### config.mk
export PLATFORM = sky130hd
export DESIGN_NAME = ps2_voice_alloc
export DESIGN_NICKNAME = d
export VERILOG_FILES = /design/src/rtl/ps2_voice_alloc.sv
export SDC_FILE = /design/constraint.sdc
export NUM_CORES = 1
export LEC_CHECK = 0
export ABC_AREA = 1
export ABC_CLOCK_PERIOD_IN_PS = 3900
export BUFFER_PORTS_ARGS = -buffer_cell sky130_fd_sc_hd__buf_2
export CAP_MARGIN = 10
export CORE_ASPECT_RATIO = 1.1
export CORE_MARGIN = 4
export CORE_UTILIZATION = 25
export DETAILED_ROUTE_END_ITERATION = 7
export SLEW_MARGIN = 30
export SYNTH_ARGS = -nofsm -noshare
export SYNTH_HDL_FRONTEND = slang
export SYNTH_SLANG_ARGS = --single-unit
### constraint.sdc
create_clock -name sys_clk -period 3.9 [get_ports sys_clk]
set_clock_uncertainty 0.05 [all_clocks]
set_input_delay 0.39 -clock sys_clk [delete_from_list [all_inputs] [get_ports sys_clk]]
set_output_delay 0.39 -clock sys_clk [all_outputs]
set_load 0.01 [all_outputs]
### src/rtl/ps2_voice_alloc.sv
// PS/2 scan-code decoder that assigns set-2 note keys to 4 voices, with oldest-voice stealing.
// Latency: 1 cycle from code_valid to the voice state and event outputs. No backpressure: every strobe is consumed.
// Behaviour when full: a make with all voices busy steals the oldest voice when STEAL_EN=1, and is dropped otherwise.
module ps2_voice_alloc #(
    parameter bit         STEAL_EN  = 1'b1,
    parameter logic [7:0] IDLE_CODE = 8'hF0
) (
    input  logic        sys_clk,
    input  logic        reset,
    input  logic        code_valid,
    input  logic [7:0]  code,
    input  logic        flush,
    output logic [3:0]  voice_on,
    output logic [31:0] voice_code,
    output logic        ev_valid,
    output logic        ev_on,
    output logic [1:0]  ev_voice,
    output logic [7:0]  ev_code,
    output logic        ev_steal
);

    typedef enum logic [1:0] {S_IDLE, S_BRK, S_EXT, S_EXT_BRK} state_t;

    state_t     r_state, w_state_nxt;
    logic [3:0] r_on, w_on_nxt;
    logic [7:0] r_code [4];
    logic [7:0] w_code_nxt [4];
    logic [1:0] r_age [4];
    logic [1:0] w_age_nxt [4];
    logic       r_ev_vld, r_ev_on, r_ev_steal;
    logic [1:0] r_ev_voice;
    logic [7:0] r_ev_code;
    logic       w_ev_vld, w_ev_on, w_ev_steal;
    logic [1:0] w_ev_voice;
    logic [7:0] w_ev_code;

    logic       w_is_make, w_is_break, w_discard;
    logic       w_hit, w_free, w_alloc, w_steal;
    logic [1:0] w_hit_idx, w_free_idx, w_old_idx, w_old_age, w_tgt, w_prior;

    function automatic logic f_key(input logic [7:0] c);
        case (c)
            8'h1C, 8'h1B, 8'h23, 8'h2B, 8'h34, 8'h33, 8'h3B, 8'h42, 8'h4B, 8'h4C,
            8'h52, 8'h5B, 8'h4D, 8'h44, 8'h43, 8'h35, 8'h2C, 8'h24, 8'h1D, 8'h15: f_key = 1'b1;
            default: f_key = 1'b0;
        endcase
    endfunction

    // Link-level bytes (ack, BAT, echo, resend, errors) abort any prefix in progress
    assign w_discard = (code == 8'hFA) || (code == 8'hAA) || (code == 8'hEE) ||
                       (code == 8'hFE) || (code == 8'h00) || (code == 8'hFF);

    always_comb begin
        w_state_nxt = r_state;
        w_is_make   = 1'b0;
        w_is_break  = 1'b0;
        if (code_valid) begin
            if (w_discard) begin
                w_state_nxt = S_IDLE;
            end else begin
                case (r_state)
                    S_IDLE: begin
                        if (code == 8'hF0)      w_state_nxt = S_BRK;
                        else if (code == 8'hE0) w_state_nxt = S_EXT;
                        else                    w_is_make   = 1'b1;
                    end
                    S_BRK: begin
                        if (code == 8'hF0)      w_state_nxt = S_BRK;
                        else if (code == 8'hE0) w_state_nxt = S_EXT;
                        else begin
                            w_is_break  = 1'b1;
                            w_state_nxt = S_IDLE;
                        end
                    end
                    S_EXT:   w_state_nxt = (code == 8'hF0) ? S_EXT_BRK : S_IDLE;
                    default: w_state_nxt = S_IDLE;
                endcase
            end
        end
    end

    always_comb begin
        w_hit      = 1'b0;
        w_hit_idx  = 2'd0;
        w_free     = 1'b0;
        w_free_idx = 2'd0;
        for (int i = 3; i >= 0; i--) begin
            if (r_on[i] && (r_code[i] == code)) begin
                w_hit     = 1'b1;
                w_hit_idx = 2'(i);
            end
            if (!r_on[i]) begin
                w_free     = 1'b1;
                w_free_idx = 2'(i);
            end
        end
        w_old_idx = 2'd0;
        w_old_age = r_age[0];
        for (int i = 1; i < 4; i++) begin
            if (r_age[i] > w_old_age) begin
                w_old_idx = 2'(i);
                w_old_age = r_age[i];
            end
        end
    end

    always_comb begin
        w_on_nxt   = r_on;
        w_code_nxt = r_code;
        w_age_nxt  = r_age;
        w_ev_vld   = 1'b0;
        w_ev_on    = r_ev_on;
        w_ev_voice = r_ev_voice;
        w_ev_code  = r_ev_code;
        w_ev_steal = r_ev_steal;
        w_alloc    = 1'b0;
        w_steal    = 1'b0;
        w_tgt      = w_free_idx;
        w_prior    = 2'd3;
        if (w_is_make && f_key(code) && !w_hit) begin
            if (w_free) begin
                w_alloc = 1'b1;
            end else if (STEAL_EN) begin
                w_alloc = 1'b1;
                w_steal = 1'b1;
                w_tgt   = w_old_idx;
                w_prior = w_old_age;
            end
        end
        if (w_alloc) begin
            // Voices younger than the target's previous slot shift one step older
            for (int i = 0; i < 4; i++) begin
                if (r_on[i] && (r_age[i] < w_prior)) w_age_nxt[i] = r_age[i] + 2'd1;
            end
            w_on_nxt[w_tgt]   = 1'b1;
            w_code_nxt[w_tgt] = code;
            w_age_nxt[w_tgt]  = 2'd0;
            w_ev_vld          = 1'b1;
            w_ev_on           = 1'b1;
            w_ev_voice        = w_tgt;
            w_ev_code         = code;
            w_ev_steal        = w_steal;
        end else if (w_is_break && w_hit) begin
            w_on_nxt[w_hit_idx]   = 1'b0;
            w_code_nxt[w_hit_idx] = IDLE_CODE;
            w_age_nxt[w_hit_idx]  = 2'd3;
            w_ev_vld              = 1'b1;
            w_ev_on               = 1'b0;
            w_ev_voice            = w_hit_idx;
            w_ev_code             = code;
            w_ev_steal            = 1'b0;
        end
    end

    always_ff @(posedge sys_clk) begin
        if (!reset) begin
            r_state    <= S_IDLE;
            r_on       <= 4'd0;
            r_ev_vld   <= 1'b0;
            r_ev_on    <= 1'b0;
            r_ev_voice <= 2'd0;
            r_ev_code  <= 8'd0;
            r_ev_steal <= 1'b0;
            for (int i = 0; i < 4; i++) begin
                r_code[i] <= IDLE_CODE;
                r_age[i]  <= 2'd3;
            end
        end else if (flush) begin
            r_state  <= S_IDLE;
            r_on     <= 4'd0;
            r_ev_vld <= 1'b0;
            for (int i = 0; i < 4; i++) begin
                r_code[i] <= IDLE_CODE;
                r_age[i]  <= 2'd3;
            end
        end else begin
            r_state    <= w_state_nxt;
            r_on       <= w_on_nxt;
            r_code     <= w_code_nxt;
            r_age      <= w_age_nxt;
            r_ev_vld   <= w_ev_vld;
            r_ev_on    <= w_ev_on;
            r_ev_voice <= w_ev_voice;
            r_ev_code  <= w_ev_code;
            r_ev_steal <= w_ev_steal;
        end
    end

    always_comb begin
        voice_code = 32'd0;
        for (int i = 0; i < 4; i++) voice_code[8*i +: 8] = r_code[i];
    end

    assign voice_on = r_on;
    assign ev_valid = r_ev_vld;
    assign ev_on    = r_ev_on;
    assign ev_voice = r_ev_voice;
    assign ev_code  = r_ev_code;
    assign ev_steal = r_ev_steal;

endmodule

==> metrics.md <==
| Metric | Value |
|---|---|
| HPWL after DPL | 10,200 µm |
| Peak VDD IR | 0.189 mV |
| # setup viols final | 0 |
| Remaining DRCs | 0 |
| Worst Path Max Fanout | 6 |
| Area growth from synthesis to layout | 20.8% |
| CP Cell Sequence | inv_1 > ha_1 > o21bai_1 > nand2_1 > nand2_1 > nand2_1 > ha_1 > o21bai_1 > o21ai_2 > inv_1 > nand2_1 > and2_1 > ha_1 > inv_1 > o22ai_2 > o21ai_1 > nand2_1 > nand2_1 > nand4_1 > nand2_2 > nor3_2 > a21oi_1 > o21ai_0 |
| Worst R2R End | voice_code[22] |
| Top FF cell, synth | dfxtp_1 |
| Crit path kind | reg -> reg |
| Fmax | approximately 270 MHz |
| Logic pwr share | between 8 and 9% |
| Placed instance area | ~0.0045 mm² |
| EDFF count, synth | 0 |
| Slowest stage cell on the critical path | nor3_2 |
| Final #Nets | around 740 |
| Switching Share | 25.2% |
| Drt pass-1 iters | 5 |
| Post-synth cell types | 42 |
| CTS tree | yes |
| Final core occ | 30.9% |
| Die area | about 0.018 mm² |
| R2R depth | 23 |
| Initial core utilization | roughly a quarter |
| Most used cell, CP | nand2_1 |
| Sequential share of power | between 30% and 40% |
| Cell Pwr Density | between 300 and 400 mW/mm² |
| Hold EP | ev_voice[1] |
| Hold WC Path Type | in -> reg |
| Gr ovfl total | 0 |
| Register bit count reported by yosys | between 50 and 60 |
| Slew margin rel. | approximately 61% |
| Die Wd | 129 µm |
| Synth warnings | 0 |
| Worst-Skew Late Latency | ~0.33 ns |
| Final WL | 13,400 µm |
| Share of the yosys chip area belonging to registers | 29.4% |
| Delay of the slowest critical-path stage | 0.38 ns |
| Cells after Synth | 650 |
| Vias in the first global route | 3,958 |
| Share of layout cells above drive strength 1 | 18.5% |
| Clock root buffer | clkbuf_16 |
| Leakage | 0.00236 µW |
| Synth area leaders | dfxtp_1 (29%), nand2_1 (18%), inv_1 (7.5%) |
| Clock-pin slew on the worst setup and hold paths | 0.05 ns |
| Final Hold Fails | 0 |
| Buffers on Ports | 60 |
| Fin crit period | between 3 and 4 ns |
| Worst Path Arrival | about 3.9 ns |
| Setup_tns | 0 ns |
| RSZ-0062 raised after global routing | true |
| Worst-margin pin slew | 0.577 ns |
| Sw Pwr | roughly 390 µW |
| Gpl congestion | roughly 0.87 |
| Die Ht | about 140 µm |
| Clk pwr share | between 50 and 60% |
| Clock sinks | 59 |
| TritonCTS buffer count | 9 |
| Diodes inserted | 0 |
| Synthesized area | around 0.004 mm² |
| Avg Vias per Cell | approximately 4.7 |
| Reg2reg setup slack | ~0.26 ns |
| Area leader, netlist | dfxtp_1 |
| Hold Crit Depth | 3 |
| Boundary Pins | 61 |
| Asr flop ratio synth | 0% |
| Routed wire length per instance | 14.6 µm |
| Tcrit/Tclk final | between 90 and 100% |
| Status | finished clean |
| Total GRT Usage | about 15% |
| DRT iter0 DRCs | 294 |
| HP Start | reset |
| Final Instance Area | around 0.0049 mm² |
| CP required | around 4.1 ns |
| Std-Cell Core Area | 0.0157 mm² |
| Reg-to-Reg Start | r_age[7] |
| Max Cap Viol | 0 |
| Crit end category | flip-flop |
| Post-synth top area share | approximately 30% |
| Antenna Nets Post-Route | 0 |
| Final slew viol count | 0 |
| Internal | 1160 µW |
| Largest net degree at the start of global routing | 30 |
| Initial antenna violation count | 0 |
| Max Root-Sink Buffers | 2 |
| CP Launch Type | flip-flop |
| # rows | 48 |
| Mean Syn Cell Area | between 6 and 7 µm² |
| Post-CTS Hold Buffers | 0 |
| First-pass GRT wire length | 21,300 µm |
| H-tree depth | 3 |
| Vias | between 4k and 5k |
| Syn Nets | 675 |
cell families after synthesis:
family                     synth area share (%)
DFF                                        29.4
AOI/OAI and AO/OA                          15.6
adders and majority gates                  4.04
and+or+nand+nor                            35.7
xor gates and xnor gates                   2.61
buffers and inverters                      12.6
registers in the layout, indices dropped and copies added (netlist names):
name	count
ev_valid	1
r_age	8
ev_on	1
ev_voice	2
voice_on	4
voice_code	32
r_state	2
ev_code	8
ev_steal	1
layout make-up:
type                    instances  area, µm²
flip-flops and latches         59       1180
repair buffers                 73        398
fillers                      1781      10900
inverters                      92        357
multi-input cells             478       2370
well taps                     200        250
clock inverters                 6       65.1
clock buffers                  10        239
cells in the final DEF (no fill, tap or decap), drive strengths merged:
cell,count
o31ai,1
or2,3
a211oi,1
o211ai,2
nor3b,1
dfxtp,59
and2,1
nand2,196
or4,1
ha,13
nor3,6
buf,73
nand3,52
inv,90
xor2,5
xnor2,7
a31oi,2
o21bai,2
nand4,11
o211a,1
o21ai,55
clkinvlp,1
a21oi,49
o22ai,6
clkbuf,10
nand3b,1
bufinv,1
nor2,62
clkinv,6
Yosys cell counts, types with 8 or more instances:
cell and number:
a21oi_1 49, buf_4 8, dfxtp_1 59, ha_1 13, inv_1 80, inv_2 9, nand2_1 188, nand2_2 8
nand3_1 50, nand4_1 11, nor2_1 56, o21ai_0 53
repair_timing:
action	CTS	global route
setup buffers	0	1
endpoints found under the setup margin	4	41
gates resized for setup	1	15
pin swaps	0	2
power groups by stage:
stage	combinational, µW	sequential, µW	clock, µW
floorplan	95.5	627	0
global route	151	613	847
detailed placement	132	625	0
global placement	132	625	0
finish	136	613	800
CTS	132	612	817
per-layer routing:
| layer | part of all wire, % | routed length (µm) | track usage (%) | vias up |
|---|---|---|---|---|
| met2 | 48 | 6460 | 25.1 | 134 |
| met1 | 44 | 5870 | 19.0 | 1987 |
| met5 | 0 | 0 | 0 | - |
| met3 | 6.0 | 804 | 3.68 | 20 |
| li1 | - | - | - | 2219 |
| met4 | 1.6 | 218 | 4.59 | 0 |
worst max-delay path: cells and delay by family, from the launching register on:
kind / cells / cell delay (ns)
simple gates: 10 / 1.26
compound gates: 7 / 1.00
fa+ha+maj: 3 / 0.74
flops: 1 / 0.34
buf+inv: 3 / 0.19
per-stage QoR:
stage                     power, µW  setup WS, ns  cells  hold slack [ns]
after detailed placement        757       -0.0170    901            0.403
after CTS                      1560        0.0662    917            0.340
after global routing           1610       0.00486    918            0.364
after global placement          757         0.108    901            0.404
final                          1550         0.256    918            0.349
after floorplan                 722         0.340    650            0.438
worst max-delay path by stage:
stage / startpoint / to / slack (ns) / cells past startpoint
final: r_age[7] / voice_code[22] / 0.26 / 23
after global routing: r_age[7] / voice_code[20] / 0.005 / 23
after CTS: r_age[7] / voice_code[1] / 0.07 / 27
after detailed placement: r_age[7] / voice_code[1] / -0.02 / 27
after global placement: r_age[7] / voice_code[0] / 0.11 / 27
after floorplan: r_age[5] / voice_code[0] / 0.34 / 27
Power figures use the tool's default switching activity.
